### config.mk
export PLATFORM = sky130hd
export DESIGN_NAME = flash_word_reader_flat
export DESIGN_NICKNAME = d
export VERILOG_FILES = /design/src/rtl/flash_word_reader_pkg.sv /design/src/rtl/flash_word_reader_if.sv /design/src/rtl/flash_word_reader_spi_shift_engine.sv /design/src/rtl/flash_word_reader.sv /design/src/flat_wrapper.sv
export SDC_FILE = /design/constraint.sdc
export NUM_CORES = 1
export LEC_CHECK = 0
export CORE_MARGIN = 2
export CORE_UTILIZATION = 51
export DETAILED_ROUTE_END_ITERATION = 8
export PLACE_DENSITY = 0.76
export SLEW_MARGIN = 20
export SYNTH_ARGS = -nofsm -noshare
export SYNTH_HDL_FRONTEND = slang
export SYNTH_SLANG_ARGS = --single-unit
### constraint.sdc
create_clock -name clk -period 2.2 [get_ports clk]
set_clock_uncertainty 0.15 [all_clocks]
set_input_delay 0.33 -clock clk [delete_from_list [all_inputs] [get_ports clk]]
set_output_delay 0.33 -clock clk [all_outputs]
set_load 0.01 [all_outputs]
### src/rtl/flash_word_reader_pkg.sv
// Shared types and constants for the SPI-flash word reader.
package lvdc_flash_pkg;
    typedef enum logic [2:0] {IDLE, CMD, ADDR, READY, SHIFT, GAP} state_e;

    localparam logic [7:0] READ_CMD  = 8'h03;
    localparam int         ADDR_BITS = 24;
    localparam int         CMD_BITS  = 8;
    localparam int         XFER_W    = CMD_BITS + ADDR_BITS;
endpackage

### src/rtl/flash_word_reader_if.sv
// CPU-side request/response bundle of the flash word reader.
interface flash_word_reader_if #(parameter int WORD_BITS = 16) ();
    import lvdc_flash_pkg::*;

    logic                 start;
    logic [ADDR_BITS-1:0] start_addr;
    logic                 stop;
    logic                 word_req;
    logic [WORD_BITS-1:0] word_data;
    logic                 word_valid;
    logic                 ready;
    logic                 busy;

    modport master (output start, start_addr, stop, word_req,
                    input  word_data, word_valid, ready, busy);
    modport slave  (input  start, start_addr, stop, word_req,
                    output word_data, word_valid, ready, busy);
endinterface

### src/rtl/flash_word_reader_spi_shift_engine.sv
// SPI mode-0 bit engine: SCK divider, bit-cell sequencing, MOSI drive and MISO capture.
module spi_shift_engine import lvdc_flash_pkg::*; #(
    parameter int SCK_DIV = 2,
    parameter int RX_W    = 16
) (
    input  logic              clk,
    input  logic              rstb,
    input  logic              go_i,
    input  logic              abort_i,
    input  logic [5:0]        len_i,
    input  logic [XFER_W-1:0] tx_i,
    output logic              done_o,
    output logic [5:0]        remain_o,
    output logic [RX_W-1:0]   rx_o,
    output logic              sck_o,
    output logic              sdo_o,
    input  logic              sdi_i
);
    localparam logic [3:0] DIV_LAST = 4'(SCK_DIV - 1);

    logic              active_q, hi_q, sck_q, sdo_q;
    logic [3:0]        div_q;
    logic [5:0]        bits_q;
    logic [XFER_W-1:0] tx_q;
    logic [RX_W-1:0]   rx_q;
    logic              half_end;

    assign half_end = active_q && (div_q == DIV_LAST);
    // Asserted in the cycle whose closing edge ends the last bit cell.
    assign done_o   = half_end && hi_q && (bits_q == 6'd1);
    assign remain_o = bits_q;
    assign rx_o     = rx_q;
    assign sck_o    = sck_q;
    assign sdo_o    = sdo_q;

    always_ff @(posedge clk or negedge rstb) begin
        if (!rstb) begin
            active_q <= 1'b0;
            hi_q     <= 1'b0;
            sck_q    <= 1'b0;
            sdo_q    <= 1'b0;
            div_q    <= '0;
            bits_q   <= '0;
            tx_q     <= '0;
            rx_q     <= '0;
        end else if (abort_i) begin
            active_q <= 1'b0;
            hi_q     <= 1'b0;
            sck_q    <= 1'b0;
            sdo_q    <= 1'b0;
            div_q    <= '0;
            bits_q   <= '0;
        end else if (go_i) begin
            active_q <= 1'b1;
            hi_q     <= 1'b0;
            sck_q    <= 1'b0;
            div_q    <= '0;
            bits_q   <= len_i;
            sdo_q    <= tx_i[XFER_W-1];
            tx_q     <= {tx_i[XFER_W-2:0], 1'b0};
        end else if (active_q) begin
            if (!half_end) begin
                div_q <= div_q + 4'd1;
            end else begin
                div_q <= '0;
                if (!hi_q) begin
                    hi_q  <= 1'b1;
                    sck_q <= 1'b1;
                    rx_q  <= {rx_q[RX_W-2:0], sdi_i};
                end else begin
                    hi_q   <= 1'b0;
                    sck_q  <= 1'b0;
                    bits_q <= bits_q - 6'd1;
                    if (bits_q == 6'd1) begin
                        active_q <= 1'b0;
                    end else begin
                        sdo_q <= tx_q[XFER_W-1];
                        tx_q  <= {tx_q[XFER_W-2:0], 1'b0};
                    end
                end
            end
        end
    end
endmodule

### src/rtl/flash_word_reader.sv
// SPI-flash READ (0x03) sequencer streaming WORD_BITS words on demand.
// Optional FLASH_PREFETCH_EN keeps the next word shifted into a holding register.
module flash_word_reader import lvdc_flash_pkg::*; #(
    parameter int SCK_DIV   = 2,
    parameter int WORD_BITS = 16
) (
    input  logic                clk,
    input  logic                rstb,
    flash_word_reader_if.slave  bus,
    output logic                flash_csb,
    output logic                sck,
    output logic                sdo,
    input  logic                sdi
);
    localparam logic [4:0] SETUP_CLKS = 5'(SCK_DIV);
    localparam logic [4:0] GAP_CLKS   = 5'(2 * SCK_DIV);

    state_e                state_q;
    logic                  csb_q, ready_q, busy_q, valid_q, go_q, restart_q;
    logic [4:0]            cnt_q;
    logic [ADDR_BITS-1:0]  addr_q;
    logic [WORD_BITS-1:0]  data_q;
`ifdef FLASH_PREFETCH_EN
    logic [WORD_BITS-1:0]  hold_q;
    logic                  pend_q;
`endif

    logic                  abort, eng_done;
    logic [5:0]            eng_len, eng_remain;
    logic [XFER_W-1:0]     eng_tx;
    logic [WORD_BITS-1:0]  eng_rx;

    assign abort   = (state_q != IDLE) && (bus.start || bus.stop);
    assign eng_tx  = (state_q == CMD) ? {READ_CMD, addr_q} : '0;
    assign eng_len = (state_q == CMD) ? 6'(XFER_W) : 6'(WORD_BITS);

    spi_shift_engine #(.SCK_DIV(SCK_DIV), .RX_W(WORD_BITS)) u_eng (
        .clk(clk), .rstb(rstb), .go_i(go_q), .abort_i(abort),
        .len_i(eng_len), .tx_i(eng_tx), .done_o(eng_done), .remain_o(eng_remain),
        .rx_o(eng_rx), .sck_o(sck), .sdo_o(sdo), .sdi_i(sdi)
    );

    assign flash_csb      = csb_q;
    assign bus.ready      = ready_q;
    assign bus.busy       = busy_q;
    assign bus.word_valid = valid_q;
    assign bus.word_data  = data_q;

    always_ff @(posedge clk or negedge rstb) begin
        if (!rstb) begin
            state_q   <= IDLE;
            csb_q     <= 1'b1;
            ready_q   <= 1'b0;
            busy_q    <= 1'b0;
            valid_q   <= 1'b0;
            go_q      <= 1'b0;
            restart_q <= 1'b0;
            cnt_q     <= '0;
            addr_q    <= '0;
            data_q    <= '0;
`ifdef FLASH_PREFETCH_EN
            hold_q    <= '0;
            pend_q    <= 1'b0;
`endif
        end else begin
            valid_q <= 1'b0;
            go_q    <= 1'b0;
            if (abort) begin
                // start outranks stop: a pending restart reopens after the CS-high gap.
                state_q   <= GAP;
                csb_q     <= 1'b1;
                ready_q   <= 1'b0;
                busy_q    <= 1'b0;
                cnt_q     <= GAP_CLKS;
                restart_q <= bus.start;
                if (bus.start) addr_q <= bus.start_addr;
`ifdef FLASH_PREFETCH_EN
                pend_q    <= 1'b0;
`endif
            end else begin
                case (state_q)
                    IDLE: if (bus.start) begin
                        state_q <= CMD;
                        csb_q   <= 1'b0;
                        busy_q  <= 1'b1;
                        cnt_q   <= SETUP_CLKS;
                        addr_q  <= bus.start_addr;
                    end
                    CMD: begin
                        if (cnt_q != 5'd0) begin
                            cnt_q <= cnt_q - 5'd1;
                            if (cnt_q == 5'd1) go_q <= 1'b1;
                        end else if (eng_remain == 6'(ADDR_BITS)) begin
                            state_q <= ADDR;
                        end
                    end
                    ADDR: if (eng_done) begin
                        ready_q <= 1'b1;
`ifdef FLASH_PREFETCH_EN
                        state_q <= SHIFT;
                        go_q    <= 1'b1;
`else
                        state_q <= READY;
                        busy_q  <= 1'b0;
`endif
                    end
`ifdef FLASH_PREFETCH_EN
                    READY: if (bus.word_req) begin
                        data_q  <= hold_q;
                        valid_q <= 1'b1;
                        state_q <= SHIFT;
                        busy_q  <= 1'b1;
                        go_q    <= 1'b1;
                    end
                    SHIFT: begin
                        if (bus.word_req) pend_q <= 1'b1;
                        if (eng_done) begin
                            if (pend_q || bus.word_req) begin
                                data_q  <= eng_rx;
                                valid_q <= 1'b1;
                                pend_q  <= 1'b0;
                                go_q    <= 1'b1;
                            end else begin
                                hold_q  <= eng_rx;
                                state_q <= READY;
                                busy_q  <= 1'b0;
                            end
                        end
                    end
`else
                    READY: if (bus.word_req) begin
                        state_q <= SHIFT;
                        ready_q <= 1'b0;
                        busy_q  <= 1'b1;
                        go_q    <= 1'b1;
                    end
                    SHIFT: if (eng_done) begin
                        data_q  <= eng_rx;
                        valid_q <= 1'b1;
                        ready_q <= 1'b1;
                        busy_q  <= 1'b0;
                        state_q <= READY;
                    end
`endif
                    GAP: begin
                        if (cnt_q == 5'd1) begin
                            if (restart_q) begin
                                state_q <= CMD;
                                csb_q   <= 1'b0;
                                busy_q  <= 1'b1;
                                cnt_q   <= SETUP_CLKS;
                            end else begin
                                state_q <= IDLE;
                            end
                            restart_q <= 1'b0;
                        end else begin
                            cnt_q <= cnt_q - 5'd1;
                        end
                    end
                    default: state_q <= IDLE;
                endcase
            end
        end
    end
endmodule

### src/flat_wrapper.sv
// flat-port wrapper written by rule: the top's interface ports become plain ports
module flash_word_reader_flat import lvdc_flash_pkg::*;
#(
    parameter int SCK_DIV   = 2,
    parameter int WORD_BITS = 16
)
  (clk, rstb, flash_csb, sck, sdo, sdi, bus_start, bus_start_addr, bus_stop, bus_word_req, bus_word_data, bus_word_valid, bus_ready, bus_busy);
  flash_word_reader_if #(.WORD_BITS(WORD_BITS)) bus_i ();
  input  logic clk;
  input  logic rstb;
  output logic flash_csb;
  output logic sck;
  output logic sdo;
  input  logic sdi;
  input wire logic [$bits(bus_i.start)-1:0] bus_start;
  input wire logic [$bits(bus_i.start_addr)-1:0] bus_start_addr;
  input wire logic [$bits(bus_i.stop)-1:0] bus_stop;
  input wire logic [$bits(bus_i.word_req)-1:0] bus_word_req;
  output wire logic [$bits(bus_i.word_data)-1:0] bus_word_data;
  output wire logic [$bits(bus_i.word_valid)-1:0] bus_word_valid;
  output wire logic [$bits(bus_i.ready)-1:0] bus_ready;
  output wire logic [$bits(bus_i.busy)-1:0] bus_busy;
  assign bus_i.start = bus_start;
  assign bus_i.start_addr = bus_start_addr;
  assign bus_i.stop = bus_stop;
  assign bus_i.word_req = bus_word_req;
  assign bus_word_data = bus_i.word_data;
  assign bus_word_valid = bus_i.word_valid;
  assign bus_ready = bus_i.ready;
  assign bus_busy = bus_i.busy;
  flash_word_reader #(.SCK_DIV(SCK_DIV), .WORD_BITS(WORD_BITS)) u_core (.clk(clk), .rstb(rstb), .bus(bus_i), .flash_csb(flash_csb), .sck(sck), .sdo(sdo), .sdi(sdi));
endmodule
==> flow_summary.ini <==
[final_layout]
diodes = 0
layout_common_cells = dfrtp_1, mux2_2, nand2_1, clkdlybuf4s50_1, buf_4
final_core_util_pct = 69.3
drive_gt1_share_pct = 29.9
areaGrowthSynthToFinish_pct = 33.0
final_common_cell = dfrtp_1
layout.nets = 563
nFillCells = 690

[global_routing]
gr-total-overflow = 0
gr-usage-met1_pct = 30.1
grt_pass1_vias = 3820
grt_pass1_wl_microns = 18600
grt_use_met2_pct = 37.7
grt_busiest_layer = met2
grt_antenna_before_repair = 0
grt_max_degree = 37
grt_use_met3_pct = 7.46
grt_util_all_layers_pct = 23.3

[die]
dieWidth_microns = 103
core-area_sq_um = 9680
die_h_microns = 103
initial_core_util_pct = 52.1
dieArea_sq_um = 10700
ioPinCount = 52
fp-row-count = 36

[critical_path]
path_delay_family = simple AND/OR/NAND/NOR gates
crit_buf_inv = 1
crit_type = flip-flop to flip-flop
crit_path_start_kind = flip-flop
cp_slowest_stage_delay_ns = 0.47
crit_arrival_ns = 2.44
end_kind = flip-flop
cp_cell_sequence = inv_2, ha_2, or4b_4, or3b_4, a211oi_4, a211oi_2, mux2_4
required_ns = 2.45
crit_slowest_cell = or4b_4
path_max_fanout = 3

[clock_tree]
h-tree-depth = 4
clockBufferDepth = 2
clk_latency_ns = 0.52
cts_tree = done
clk_pin_slew_ns = 0.06
clock-sinks = 114
numCtsBuffers = 17
root_buffer = clkbuf_8

[route]
first_iter_violations = 241
wl_per_cell_microns = 16.8
wirelength_microns = 11300
detail-route-antenna-nets = 0
vias = 3706
avgViaCountPerCell = 5.51
remaining_drc_errors = 0
drtPass1Iterations = 5

[placed_design]
pre_cts_ws_ns = -0.108
dpl.hpwl_microns = 7100
portBuffers = 51
gp_congestion = 0.892

[timing]
hold_viol_final = 0
rsz0062_at_grt = yes
relSlewSlack_pct = 67.6
finalWorstSetupSlack_ns = 0.00485
tightest_slew_ns = 0.487
holdWs_ns = 0.178
max_freq_ghz = 0.456
setup_viol = 0
fin_crit_sh_pct = 99.8
fin_crit_ns = 2.20
slew_violations = 0

[power_and_ir_drop]
peakVddDrop_mv = 0.566
cellLeakagePower_uw = 0.00296
power_density_nw_per_um2 = 893

[logic_synthesis]
synth-edff-count = 0
synth_seq_cells = 114
ys_seq_area_share_pct = 56.6
synth_cell_type_count = 53
synth_area_per_cell_sq_um = 11.7
yosysWarnings = 0
ys.flop_type = dfrtp_1
syn-cell-area_sq_um = 5040
syn_nets = 468
async_flop_share_pct = 100
syn_inst = 431

[flow_run]
max-cap-violations = 0

[worst_hold_path]
min_path_type = input port to async pin

[run_status]
status = completed
power by group:
group	internal (uW)	switching [uW]	total, uW
Sequential	2220	88.2	2300
Clock	1710	980	2690
Combinational	489	515	1000
Total	4410	1580	5990
cell families after synthesis:
family,share of synthesized area (%)
xor+xnor,1.04
compound gates,12.1
buf+inv,2.93
flops,56.6
fa+ha+maj,1.74
mux,14.0
simple gates,11.6
cell type report:
cell class,instances,area (sq um),area share (%)
sequential,114,2850,42.5
multi-input combinational,284,2110,31.4
timing repair buffer,99,958,14.3
clock buffer,21,459,6.84
tap,133,166,2.48
clock inverter,11,128,1.90
inverter,10,37.5,0.559
flip-flops by register name, summed over array words and instances (netlist names), 3 cells and up:
signal                 count
u_core.addr_q             24
u_core.bus.word_data      16
u_core.cnt_q               5
u_core.state_q             3
u_core.u_eng.div_q         4
u_core.u_eng.remain_o      6
u_core.u_eng.rx_o         16
u_core.u_eng.tx_q         31
synthesized netlist by cell type (4+ instances only):
cell type,instances,share of area [%]
inv_1,10,0.74
nand2_1,50,3.7
clkbuf_1,12,0.89
nor2_1,23,1.7
xor2_1,5,0.87
a211oi_1,4,0.60
o21ai_0,38,3.8
mux2i_1,4,0.79
a21oi_1,13,1.3
nor3_1,5,0.50
nand4_1,7,0.87
buf_2,7,0.69
mux2_2,59,13
ha_1,7,1.7
a22oi_1,23,3.4
dfrtp_1,113,56
through the flow:
stage	instances	cell area [sq um]	setup TNS (ns)	power, uW
after floorplan	431	5040	-0.275	2830
after detailed placement	638	6060	-3.44	3260
after CTS	670	6680	0	6000
final	672	6710	0	5990
after global routing	672	6710	-0.0951	6260
after global placement	638	6060	-3.33	3220
worst paths after layout:
| kind | from | slack (ns) | cells after the start | endpoint |
|---|---|---|---|---|
| max in group asynchronous | rstb | 1.07 | 3 | u_core.bus.word_data[10]$_DFFE_PN0P_ |
| min in group clk | bus_start_addr[17] | 0.27 | 2 | u_core.addr_q[17]$_DFFE_PN0P_ |
| max | u_core.cnt_q[1]$_DFFE_PN0P_ | 0.005 | 7 | u_core.bus.busy$_DFFE_PN0P_ |
| min | rstb | 0.18 | 2 | u_core.u_eng.sck_o$_DFFE_PN0P_ |
| max reg2reg | u_core.cnt_q[1]$_DFFE_PN0P_ | 0.005 | 7 | u_core.bus.busy$_DFFE_PN0P_ |
| min reg2reg | u_core.u_eng.tx_q[29]$_DFFE_PN0P_ | 0.32 | 2 | u_core.u_eng.tx_q[29]$_DFFE_PN0P_ |
per-layer routing:
layer  wire length (microns)  up-vias
met1                    4980     1879
met3                     493       12
met4                     121        0
met5                       0        -
li1                        -     1733
met2                    5700       82
what timing repair did:
item | in CTS | in global routing
resized for setup | 8 | 6
hold endpoints to repair | 63 | 0
pin swaps | 1 | 0
buffers inserted | 0 | 2
hold buffers | 1 | 0
endpoints found under the setup margin | 2 | 19
(Power assumes the default switching activity.)
